===== src/rtl/mac_result_writeback.sv =====
// Result writeback stage for the 3-tap MAC: requantises final accumulations,
// buffers {address, data} pairs in a small FIFO and drains them over valid/ready.
module mac_result_writeback #(
    parameter int ACCUMULATOR_WIDTH = 32,
    parameter int OUTPUT_WIDTH      = 16,
    parameter int OUTPUT_SCALE      = 0,
    parameter int FIFO_DEPTH        = 4,
    parameter int ADDR_WIDTH        = 16
) (
    input  logic                                clk,
    input  logic                                arst_in,
    input  logic                                in_valid,
    input  logic                                in_last,
    input  logic signed [ACCUMULATOR_WIDTH-1:0] acc_in,
    input  logic        [31:0]                  ch_in,
    input  logic        [ADDR_WIDTH-1:0]        base_addr,
    output logic                                mac_stall,
    output logic                                mem_we,
    output logic        [ADDR_WIDTH-1:0]        mem_addr,
    output logic signed [OUTPUT_WIDTH-1:0]      mem_wdata,
    input  logic                                mem_ready,
    output logic                                written,
    output logic        [31:0]                  write_count
);

    localparam int SW    = ACCUMULATOR_WIDTH + 1;
    localparam int PTR_W = $clog2(FIFO_DEPTH);
    localparam int EW    = ADDR_WIDTH + OUTPUT_WIDTH;

    localparam logic signed [SW-1:0] SAT_MAX =
        {{(SW-OUTPUT_WIDTH+1){1'b0}}, {(OUTPUT_WIDTH-1){1'b1}}};
    localparam logic signed [SW-1:0] SAT_MIN =
        {{(SW-OUTPUT_WIDTH+1){1'b1}}, {(OUTPUT_WIDTH-1){1'b0}}};

    logic signed [SW-1:0]           w_accExt;
    logic signed [SW-1:0]           w_shifted;
    logic signed [OUTPUT_WIDTH-1:0] w_satData;
    logic        [ADDR_WIDTH-1:0]   w_addr;
    logic        [EW-1:0]           w_entry;
    logic                           w_unusedChBits;

    logic        [PTR_W:0]          r_wrPtr;
    logic        [PTR_W:0]          r_rdPtr;
    logic        [PTR_W:0]          w_wrPtrNext;
    logic        [PTR_W:0]          w_rdPtrNext;
    logic                           w_empty;
    logic                           w_full;
    logic                           w_emptyNext;
    logic                           w_push;
    logic                           w_pop;
    logic                           w_headFromInput;
    logic        [EW-1:0]           r_mem [FIFO_DEPTH];
    logic        [ADDR_WIDTH-1:0]   r_headAddr;
    logic signed [OUTPUT_WIDTH-1:0] r_headData;
    logic                           r_written;
    logic        [31:0]             r_writeCount;

    // One extra bit of headroom so the rounding add can never overflow.
    assign w_accExt = {acc_in[ACCUMULATOR_WIDTH-1], acc_in};

    generate
        if (OUTPUT_SCALE > 0) begin : g_round
            localparam logic signed [SW-1:0] HALF = SW'(1) << (OUTPUT_SCALE - 1);
            logic signed [SW-1:0] w_rounded;
            assign w_rounded = w_accExt + HALF;
            assign w_shifted = w_rounded >>> OUTPUT_SCALE;
        end else begin : g_noRound
            assign w_shifted = w_accExt;
        end
    endgenerate

    assign w_satData = (w_shifted > SAT_MAX) ? SAT_MAX[OUTPUT_WIDTH-1:0] :
                       (w_shifted < SAT_MIN) ? SAT_MIN[OUTPUT_WIDTH-1:0] :
                                               w_shifted[OUTPUT_WIDTH-1:0];

    assign w_addr         = base_addr + ch_in[ADDR_WIDTH-1:0];
    assign w_entry        = {w_addr, w_satData};
    assign w_unusedChBits = ^ch_in;

    // Wrap bit distinguishes full from empty when the index bits match.
    assign w_empty = (r_wrPtr == r_rdPtr);
    assign w_full  = (r_wrPtr[PTR_W] != r_rdPtr[PTR_W]) &&
                     (r_wrPtr[PTR_W-1:0] == r_rdPtr[PTR_W-1:0]);

    assign w_push      = in_valid && in_last && !w_full;
    assign w_pop       = !w_empty && mem_ready;
    assign w_wrPtrNext = r_wrPtr + {{PTR_W{1'b0}}, w_push};
    assign w_rdPtrNext = r_rdPtr + {{PTR_W{1'b0}}, w_pop};
    assign w_emptyNext = (w_wrPtrNext == w_rdPtrNext);

    // The next head is the entry being written this cycle when it lands in the read slot.
    assign w_headFromInput = w_push && (w_rdPtrNext == r_wrPtr);

    always_ff @(posedge clk) begin
        if (w_push) begin
            r_mem[r_wrPtr[PTR_W-1:0]] <= w_entry;
        end
    end

    always_ff @(posedge clk or posedge arst_in) begin
        if (arst_in) begin
            r_wrPtr      <= '0;
            r_rdPtr      <= '0;
            r_headAddr   <= '0;
            r_headData   <= '0;
            r_written    <= 1'b0;
            r_writeCount <= '0;
        end else begin
            r_wrPtr      <= w_wrPtrNext;
            r_rdPtr      <= w_rdPtrNext;
            r_written    <= w_pop;
            r_writeCount <= r_writeCount + {31'd0, w_pop};
            if (!w_emptyNext) begin
                if (w_headFromInput) begin
                    {r_headAddr, r_headData} <= w_entry;
                end else begin
                    {r_headAddr, r_headData} <= r_mem[w_rdPtrNext[PTR_W-1:0]];
                end
            end
        end
    end

    assign mac_stall   = w_full;
    assign mem_we      = !w_empty;
    assign mem_addr    = r_headAddr;
    assign mem_wdata   = r_headData;
    assign written     = r_written;
    assign write_count = r_writeCount;

endmodule

===== config.mk =====
export PLATFORM = sky130hd
export DESIGN_NAME = mac_result_writeback
export DESIGN_NICKNAME = d
export VERILOG_FILES = /design/src/rtl/mac_result_writeback.sv
export SDC_FILE = /design/constraint.sdc
export NUM_CORES = 1
export LEC_CHECK = 0
export ABC_AREA = 1
export CAP_MARGIN = 20
export CORE_ASPECT_RATIO = 1.75
export CORE_MARGIN = 8
export CORE_UTILIZATION = 56
export CTS_BUF_LIST = sky130_fd_sc_hd__clkbuf_8
export DETAILED_ROUTE_END_ITERATION = 6
export GPL_ROUTABILITY_DRIVEN = 0
export MAX_ROUTING_LAYER = met4
export PLACE_DENSITY_LB_ADDON = 0.15
export SLEW_MARGIN = 5
export SYNTH_ARGS = -nofsm -noshare
export SYNTH_HDL_FRONTEND = slang
export SYNTH_SLANG_ARGS = --single-unit

===== constraint.sdc =====
create_clock -name clk -period 4.4 [get_ports clk]
set_clock_uncertainty 0.1 [all_clocks]
set_input_delay 0.88 -clock clk [delete_from_list [all_inputs] [get_ports clk]]
set_output_delay 0.88 -clock clk [all_outputs]
set_load 0.01 [all_outputs]

==> results.sh, run 1 <==
export IMPL_grt_start_max_net_pins=60
export IMPL_min_to="write_count[31]"
export IMPL_post_cts_setup_buffer_count=0
export IMPL_floorplan_io_pins=152
export IMPL_final_max_slew_violation_count=0
export IMPL_clock_sinks=199
export IMPL_drtIter0Drc=421
export IMPL_design_die_area_sq_mm=0.02155
export IMPL_clock_fmax_ghz=0.3091
export IMPL_cpMostUsedCell="nand2_1"
export IMPL_antenna_found_initial=0
export IMPL_synth_ff_type="edfxtp_1"
export IMPL_hold_start="write_count[31]"
export IMPL_cts_buffers_inserted=17
export IMPL_layout_worst_path_cycle_share=0.7354
export IMPL_synth_async_reset_ratio=0.3568
export IMPL_worst_path_buf_inv=2
export IMPL_power_static_leakage_nw=4.862
export IMPL_holdBufCountCts=0
export IMPL_critical_path_class="register to register"
export IMPL_timing_critical_path_from_type="register"
export IMPL_cell_area_after_technology_mapping_sq_mm=0.009500
export IMPL_timing_critical_path_slowest_stage_cell="ha_2"
export IMPL_status="finished, final reports clean"
export IMPL_total_number_of_nets_in_the_final_design=1224
export IMPL_min_delay_path_class="register to register"
export IMPL_synth_area_per_cell_sq_um=9.645
export IMPL_post_cts_resized_instances=0
export IMPL_worstPathArrival_ns=3.53
export IMPL_layout_common_cells="342 x nand2_1, 135 x clkdlybuf4s50_1, 128 x edfxtp_1"
export IMPL_ys_seq_elements=199
export IMPL_cts_root_buf="clkbuf_8"
export IMPL_design_core_area_sq_mm=0.01679
export IMPL_cts_tree="built"
export IMPL_yosys_cell_types=30
export IMPL_totalPowerFinal_w=0.007642
export IMPL_timing_critical_path_max_delay_family="simple AND/OR/NAND/NOR gates"
export IMPL_floorplan_die_height_microns=188.3
export IMPL_drc_violations_left=0
export IMPL_final_hold_violation_count=0
export IMPL_timing_reg2reg_setup_slack_ns=1.16
export IMPL_grt_first_pass_wirelength_microns=36640
export IMPL_placement_rows=63
export IMPL_worstHoldPathCells=1
export IMPL_drt_antenna_violating_nets=0
export IMPL_setup_violations_final=0
export IMPL_crit_fanout=25
export IMPL_fraction_of_layout_cells_with_a_size_suffix_above_1=0.06018
export IMPL_worstReg2RegStart="r_wrPtr[0]"
export IMPL_h_tree_depth=4
export IMPL_drt_wl_total_microns=22890
export IMPL_max_clock_path_buffers=2
export IMPL_num_vias=7372
export IMPL_slew_limit_headroom=0.5229
export IMPL_fill_cells=1335
export IMPL_crit_required_ns=4.70
export IMPL_number_of_global_route_vias_before_repair=7532
export IMPL_cp_end_kind="register"
export IMPL_clkTransAtPathRegs_ns=0.11
export IMPL_n_antenna_cell=0
export IMPL_post_dp_hpwl_microns=15690
export IMPL_rsz0062_at_grt="false"
export IMPL_floorplan_initialDensity=0.5658
export IMPL_wire_per_inst_microns=16.87
export IMPL_dr_pass1_iters=5
export IMPL_p_per_area_mw_per_mm2=665.4
export IMPL_p_r_area_growth_vs_syn_pct=20.89
export IMPL_yosysWarningCount=0
export IMPL_worst_slew_pin_slew_ns=0.7091
export IMPL_ff2ff_path_depth=13
export IMPL_fin_setup_tns_ns=0
export IMPL_number_of_enable_flip_flop_cells_after_synthesis=128
export IMPL_max_cap_violations=0
export IMPL_final_period_minus_worst_setup_slack_ns=3.236
export IMPL_clkLatencyLatePin_ns=0.47
export IMPL_postSynthCellCount=985
export IMPL_syn_num_nets=1092
export IMPL_final_common_cell="nand2_1"
export IMPL_crit_path_cell_trace="xnor2_1 > nand3b_1 > nand2_1 > inv_1 > ha_2 > xor2_1 > nor2_1 > nand2_1 > nor2_4 > inv_2 > nand2_1 > nand3_1 > nand2_1"
export IMPL_grtUsageTotal=0.2251
export IMPL_route_detailed_vias_per_inst=5.433
export IMPL_overflow_left_after_global_routing=0
export IMPL_ys_seq_area_frac=0.5916
export IMPL_vdd_drop_max_mv=0.5087
export IMPL_portBuffers=135
export IMPL_die_w_microns=114.5
export IMPL_critical_path_reg2reg_endpoint="mem_wdata[10]"
export IMPL_critPathMaxStageDelay_ns=0.60
==> state kept, by name, indices dropped and copies added (netlist names) <==
| signal | count |
|---|---|
| mem_addr | 16 |
| mem_wdata | 16 |
| r_mem | 128 |
| r_rdPtr | 3 |
| r_wrPtr | 3 |
| write_count | 32 |
| written | 1 |
==> worst register-to-register path: cells and delay by family (launching register included) <==
kind / cells / cell delay (ns)
adder cells (fa/ha/maj): 1 / 0.60
buffers and inverters: 2 / 0.43
flip-flops: 1 / 0.49
XOR/XNOR: 2 / 0.40
AND/OR/NAND/NOR: 8 / 1.17
==> logic make-up (layout without fill, tap and decap cells) <==
| kind of cell | Yosys count | in the layout | share of synthesized area |
|---|---|---|---|
| and+or+nand+nor | 524 | 524 | 0.2280 |
| DFF | 199 | 199 | 0.5916 |
| buffers and inverters | 112 | 257 | 0.05018 |
| AOI/OAI and AO/OA | 82 | 82 | 0.05729 |
| xor gates and xnor gates | 46 | 46 | 0.04320 |
| adders and majority gates | 22 | 22 | 0.02976 |
==> Yosys cell counts (7+ instances only) <==
cell      count  area [sq um]
nand2_1     342          1284
ha_1         21         262.8
o21ai_0      15         75.07
o22ai_1       7         43.79
clkbuf_1     16         60.06
nor2_1       70         262.8
a32o_1       25         250.2
buf_2        15         75.07
nor3_1       18         90.09
nand4_1      12         75.07
dfrtp_1      71          1777
xnor2_1      16         140.1
a21oi_1      35         175.2
edfxtp_1    128          3844
xor2_1       29         254.0
nand3_1      65         325.3
inv_1        72         270.3
==> metal layers <==
| layer | vias to the layer above | GRT usage | wire, microns |
|---|---|---|---|
| met5 | - | - | 0 |
| met4 | 0 | 0.1170 | 893 |
| met3 | 51 | 0.04135 | 1205 |
| met2 | 246 | 0.4042 | 12330 |
| met1 | 3527 | 0.2240 | 8460 |
| li1 | 3548 | - | - |
==> worst max path at each step <==
| stage | depth (start not counted) | to | slack (ns) | from |
|---|---|---|---|---|
| detailed placement | 12 | mem_wdata[10] | 0.74 | mem_ready |
| floorplan | 4 | r_mem[2][0] | 0.55 | in_valid |
| global placement | 12 | mem_wdata[10] | 0.73 | mem_ready |
| CTS | 13 | mem_wdata[10] | 1.10 | r_wrPtr[0] |
| finish | 13 | mem_wdata[10] | 1.16 | r_wrPtr[0] |
| global route | 13 | mem_wdata[10] | 0.86 | r_wrPtr[0] |
==> layout make-up <==
class	count	area [sq um]	share of cell area
clock inverter	11	112.6	0.009805
timing repair buffer	150	1464	0.1275
tap	227	284.0	0.02473
inverter	75	282.8	0.02462
clock buffer	21	289.0	0.02517
sequential	199	5620	0.4894
multi-input combinational	674	3432	0.2988
==> power breakdown <==
group	internal [W]	switching, W
Combinational	0.00150	0.00231
Sequential	0.00245	0.000197
Clock	0.000521	0.000662
==> metrics by stage <==
| step | util | area, sq um | hold WS (ns) | setup slack, ns | std cells |
|---|---|---|---|---|---|
| after CTS | 0.6840 | 11480 | 0.3803 | 1.098 | 1357 |
| final | 0.6840 | 11480 | 0.3766 | 1.164 | 1357 |
| after global routing | 0.6840 | 11480 | 0.4133 | 0.8587 | 1357 |
| after global placement | 0.6601 | 11080 | 0.3598 | 0.7312 | 1325 |
| after detailed placement | 0.6601 | 11080 | 0.3650 | 0.7409 | 1325 |
| after floorplan | - | 9500 | 0.4067 | 0.5546 | 985 |
Power figures use the tool's default switching activity.
==> run 2, diff against run 1 <==
clock period = 3.06 ns   (was 4.4 ns; I/O delays follow)
==> run 2 against run 1 <==
Against the previous run: critical path depth grew 1; flip-flop and latch count is the same; routed wire length shrank 0.38%; sequential power grew 43%; worst setup slack lost 0.88 ns; clock power grew 42%.
==> results.sh, run 2 (synthesis gave the netlist of run 1 again) <==
export IMPL_status="finished, final reports clean"
export IMPL_timing_critical_path_slowest_stage_cell="dfrtp_1"
export IMPL_worstReg2RegStart="r_wrPtr[2]"
export IMPL_grt_first_pass_wirelength_microns=36270
export IMPL_n_antenna_cell=0
export IMPL_crit_required_ns=3.32
export IMPL_crit_path_cell_trace="xor2_1 > nand3b_1 > nand2_1 > inv_1 > ha_2 > buf_12 > inv_2 > buf_12 > o21ai_0 > o22ai_1 > nor2_1 > nor2_1 > nand2_1 > nand2_1"
export IMPL_fin_util=0.6959
export IMPL_dr_pass1_iters=5
export IMPL_design_core_area_sq_mm=0.01679
export IMPL_drt_wl_total_microns=22800
export IMPL_post_cts_resized_instances=0
export IMPL_num_vias=7488
export IMPL_power_static_leakage_nw=4.932
export IMPL_overflow_left_after_global_routing=0
export IMPL_h_tree_depth=4
export IMPL_drc_violations_left=0
export IMPL_critPathMaxStageDelay_ns=0.46
export IMPL_clkTransAtPathRegs_ns=0.12
export IMPL_clkLatencyLatePin_ns=0.47
export IMPL_grtUsageTotal=0.2221
export IMPL_final_hold_violation_count=0
export IMPL_post_layout_nonfiller_instances=1363
export IMPL_max_clock_path_buffers=2
export IMPL_die_w_microns=114.5
export IMPL_clock_sinks=199
export IMPL_critical_path_class="register to register"
export IMPL_p_r_area_growth_vs_syn_pct=22.98
export IMPL_wire_per_inst_microns=16.73
export IMPL_cpMostUsedCell="nand2_1"
export IMPL_floorplan_io_pins=152
export IMPL_layout_worst_path_cycle_share=0.9060
export IMPL_timing_reg2reg_setup_slack_ns=0.29
export IMPL_route_detailed_vias_per_inst=5.494
export IMPL_cts_buffers_inserted=17
export IMPL_placement_rows=63
export IMPL_total_number_of_nets_in_the_final_design=1230
export IMPL_cp_end_kind="register"
export IMPL_cts_tree="built"
export IMPL_worst_slew_pin_slew_ns=0.6500
export IMPL_rsz0062_at_grt="false"
export IMPL_crit_fanout=67
export IMPL_cts_root_buf="clkbuf_8"
export IMPL_holdBufCountCts=0
export IMPL_number_of_global_route_vias_before_repair=7602
export IMPL_drtIter0Drc=571
export IMPL_p_per_area_mw_per_mm2=960.0
export IMPL_setup_violations_final=0
export IMPL_min_delay_path_class="primary input to asynchronous set/reset pin"
export IMPL_grt_start_max_net_pins=68
export IMPL_floorplan_die_height_microns=188.3
export IMPL_vdd_drop_max_mv=0.7340
export IMPL_drt_antenna_violating_nets=0
export IMPL_final_common_cell="nand2_1"
export IMPL_timing_critical_path_from_type="register"
export IMPL_post_dp_hpwl_microns=15740
export IMPL_post_cts_setup_buffer_count=0
export IMPL_antenna_found_initial=0
export IMPL_floorplan_initialDensity=0.5658
export IMPL_critical_path_reg2reg_endpoint="mem_addr[10]"
export IMPL_max_cap_violations=0
export IMPL_portBuffers=135
export IMPL_slew_limit_headroom=0.5656
export IMPL_clock_fmax_ghz=0.3607
export IMPL_worst_path_buf_inv=4
export IMPL_worstPathArrival_ns=3.03
export IMPL_place_detailed_instances=1331
export IMPL_design_die_area_sq_mm=0.02155
export IMPL_number_of_flip_flops_under_the_largest_register_name=128
export IMPL_final_hold_slack_ns=0.3599
export IMPL_final_period_minus_worst_setup_slack_ns=2.772
export IMPL_ff2ff_path_depth=14
export IMPL_fraction_of_layout_cells_with_a_size_suffix_above_1=0.06602
export IMPL_final_max_slew_violation_count=0
export IMPL_timing_critical_path_max_delay_family="buffers and inverters"
export IMPL_layout_common_cells="342 x nand2_1, 135 x clkdlybuf4s50_1, 128 x edfxtp_1"
==> run 2: cell types whose count changed in the layout (fill, tap and decap cells not counted), moves of 2 or more <==
cell      before  now
buf_12         0   11
clkinv_8       0    6
inv_6          4    2
buf_4         15   10
inv_8          1    4
clkbuf_8      21   17
==> run 2: per-stage QoR <==
step                total power (W)  TNS [ns]  worst slack [ns]  area [sq um]
floorplan                  0.007600    -66.21           -0.5174          9500
global placement           0.009477         0           0.06119         11270
detailed placement         0.009636         0           0.01882         11270
CTS                         0.01131         0            0.1735         11680
global route                0.01208         0           0.01856         11680
finish                      0.01122         0            0.2876         11680
==> run 2: worst register-to-register path, cell delays in order, from the launching register on <==
cell	delay, ns
dfrtp_1	0.46
xor2_1	0.20
nand3b_1	0.18
nand2_1	0.08
inv_1	0.06
ha_2	0.38
buf_12	0.29
inv_2	0.12
buf_12	0.20
o21ai_0	0.21
o22ai_1	0.10
nor2_1	0.14
nor2_1	0.06
nand2_1	0.05
nand2_1	0.04
==> run 2: worst max-delay path by stage <==
stage / start / to / slack [ns] / cells past startpoint
3_5_place_dp: mem_ready / mem_addr[3] / 0.02 / 13
6_report: r_wrPtr[2] / mem_addr[10] / 0.29 / 14
3_3_place_gp: mem_ready / mem_wdata[10] / 0.06 / 13
2_1_floorplan: in_valid / r_mem[2][0] / -0.52 / 4
4_1_cts: r_wrPtr[2] / mem_wdata[10] / 0.17 / 14
5_1_grt: r_rdPtr[0] / mem_addr[13] / 0.02 / 14
==> run 2: per-layer routing <==
| metal | global-route usage | vias up | part of all wire |
|---|---|---|---|
| met5 | - | - | 0 |
| met4 | 0.1221 | 0 | 0.043 |
| met3 | 0.03269 | 67 | 0.051 |
| met2 | 0.4042 | 263 | 0.55 |
| met1 | 0.2187 | 3587 | 0.35 |
| li1 | - | 3571 | - |
==> run 2: where the power goes <==
| group | switching (W) | leakage, nW | total [W] | internal [W] |
|---|---|---|---|---|
| sequential | 0.000262 | 2.03 | 0.00379 | 0.00352 |
| clock | 0.00104 | 0.205 | 0.00167 | 0.000628 |
| combinational | 0.00335 | 2.70 | 0.00576 | 0.00241 |
==> run 2: area by class of cell <==
| class | count | area (sq um) |
|---|---|---|
| inverters | 75 | 285.3 |
| repair buffers | 156 | 1647 |
| well taps | 227 | 284.0 |
| clock buffers | 17 | 234.0 |
| multi-input cells | 674 | 3432 |
| flip-flops and latches | 199 | 5620 |
| clock inverters | 15 | 181.4 |
| fillers | 1336 | 5106 |
==> RTL edit, RTL diff (config.mk and constraints of run 1) <==
Change the parameter `OUTPUT_WIDTH` from 16 to 18.
--- a/src/rtl/mac_result_writeback.sv
+++ b/src/rtl/mac_result_writeback.sv
@@ -2,7 +2,7 @@
 // buffers {address, data} pairs in a small FIFO and drains them over valid/ready.
 module mac_result_writeback #(
     parameter int ACCUMULATOR_WIDTH = 32,
-    parameter int OUTPUT_WIDTH      = 16,
+    parameter int OUTPUT_WIDTH      = 18,
     parameter int OUTPUT_SCALE      = 0,
     parameter int FIFO_DEPTH        = 4,
     parameter int ADDR_WIDTH        = 16
Interface: changed (resized mem_wdata); port bits go from 152 to 154. The function was not compared with the original's and may differ.
==> RTL edit against run 1 <==
Total power is 12% higher. Hold slack got worse by 0.65 ps. Clock power up 44%. Area after synthesis up 3.9%. Sequential cell count grew 10. Via count increased by 6.0%. Final area rose by 6.2%. Wire length increased by 5.9%. Sequential share of layout area decreased by 0.47 points. Non-clock buffer count increased by 3. Worst setup slack better by 50 ps.
==> RTL edit: results (changes against run 1) <==
- Status: complete, no violations
- Met2 Use GR: 0.4295 (+0.02535)
- M1 wire length: 8.805 mm (+4.1%)
- Max FO, Critical Path: 26 (+4.0%)
- Top Family by Delay on Critical Path: buffers and inverters
- Reg clk slew, reported paths: 70 ps (-40 ps)
- Vias in the first global route: 7996 (+6.2%)
- Synth top cells by count: nand2_1, nor2_1, edfxtp_1, inv_1, dfrtp_1
- IO Port Bufs: 137 (+1.5%)
- Synth Area in XOR/XNOR: 0.03992 (-0.003274)
- Largest net degree at the start of global routing: 44 (-27%)
- Number of enable flip-flop cells after synthesis: 136 (+6.3%)
- Placed Instances: 1379 (+4.1%)
- Final Net Count: 1286 (+5.1%)
- Compound-gate portion of the synthesized area: 0.06058 (+0.003293)
- GR Util All Layers: 0.2273 (+0.002242)
- Placed cell area: 11520 um2 (+3.9%)
- Synthesized net count: 1142 (+4.6%)
- Synth cell types: 31 (+3.3%)
- Peak supply drop: 429.3 uV (-16%)
- First-pass GRT wire length: 38.45 mm (+4.9%)
- Max reg flops: 136 (+6.3%)
- Met1 global-route usage: 0.2239 (about the same)
- Switch share: 0.4021 (-0.01244)
- Post-DP HPWL: 16.39 mm (+4.5%)
- Power Sequential: 2.78 mW (+5%)
- Clock Tree Buf Depth: 3 (+1)
- Top cells by area, synth: edfxtp_1, dfrtp_1, nand2_1, nor2_1, inv_1
- Asr flop ratio synth: 0.3493 (-0.007502)
- Post-Synth Adder-Cell Area: 0.02864 (-0.001120)
- TritonCTS Buffers: 29 (+12)
- Post-Route WL: 24.24 mm (+5.9%)
- H-tree Lvls: 1 (-3)
- Slew HR: 0.3905 (-0.1324)
- Post-synthesis sequential area ratio: 0.5987 (+0.007135)
- Int Pwr: 5.122 mW (+14%)
- DP Worst Slack: 730.7 ps (-10.16 ps)
- Slowest stage delay, CP: 690 ps (+90 ps)
- Met3 Track Usage GR: 0.02519 (-0.01616)
- Later-pin clock latency in the skew report: 560 ps (+90 ps)
- Cells after Synth: 1035 (+5.1%)
[RTL edit: changes by cell type in the layout (fill, tap and decap cells not counted), sizes merged, moves of 8 or more]
cell	change
a32o	-17
nand3	-9
nand2	-48
clkbuf	+14
clkinv	+9
nor2	+70
o22ai	+19
edfxtp	+8
o21ai	+38
a21oi	-17
[RTL edit: path summary, 6_finish.rpt]
check                           startpoint              end  depth (start not counted)
min in group asynchronous          arst_in  write_count[15]                          2
setup reg to reg                r_wrPtr[1]    mem_wdata[11]                         13
hold / removal             write_count[31]  write_count[31]                          1
setup / recovery                r_wrPtr[1]    mem_wdata[11]                         13
hold reg to reg            write_count[31]  write_count[31]                          1
max in group asynchronous          arst_in     mem_wdata[6]                          3
[RTL edit: area by class of cell]
type	count	area, um2
Sequential cell	209	5911
Timing Repair Buffer	153	1529
Fill cell	1376	5182
Tap cell	231	289.0
Inverter	78	294.0
Clock buffer	35	481.7
Clock inverter	19	195.2
Multi-Input combinational cell	708	3495
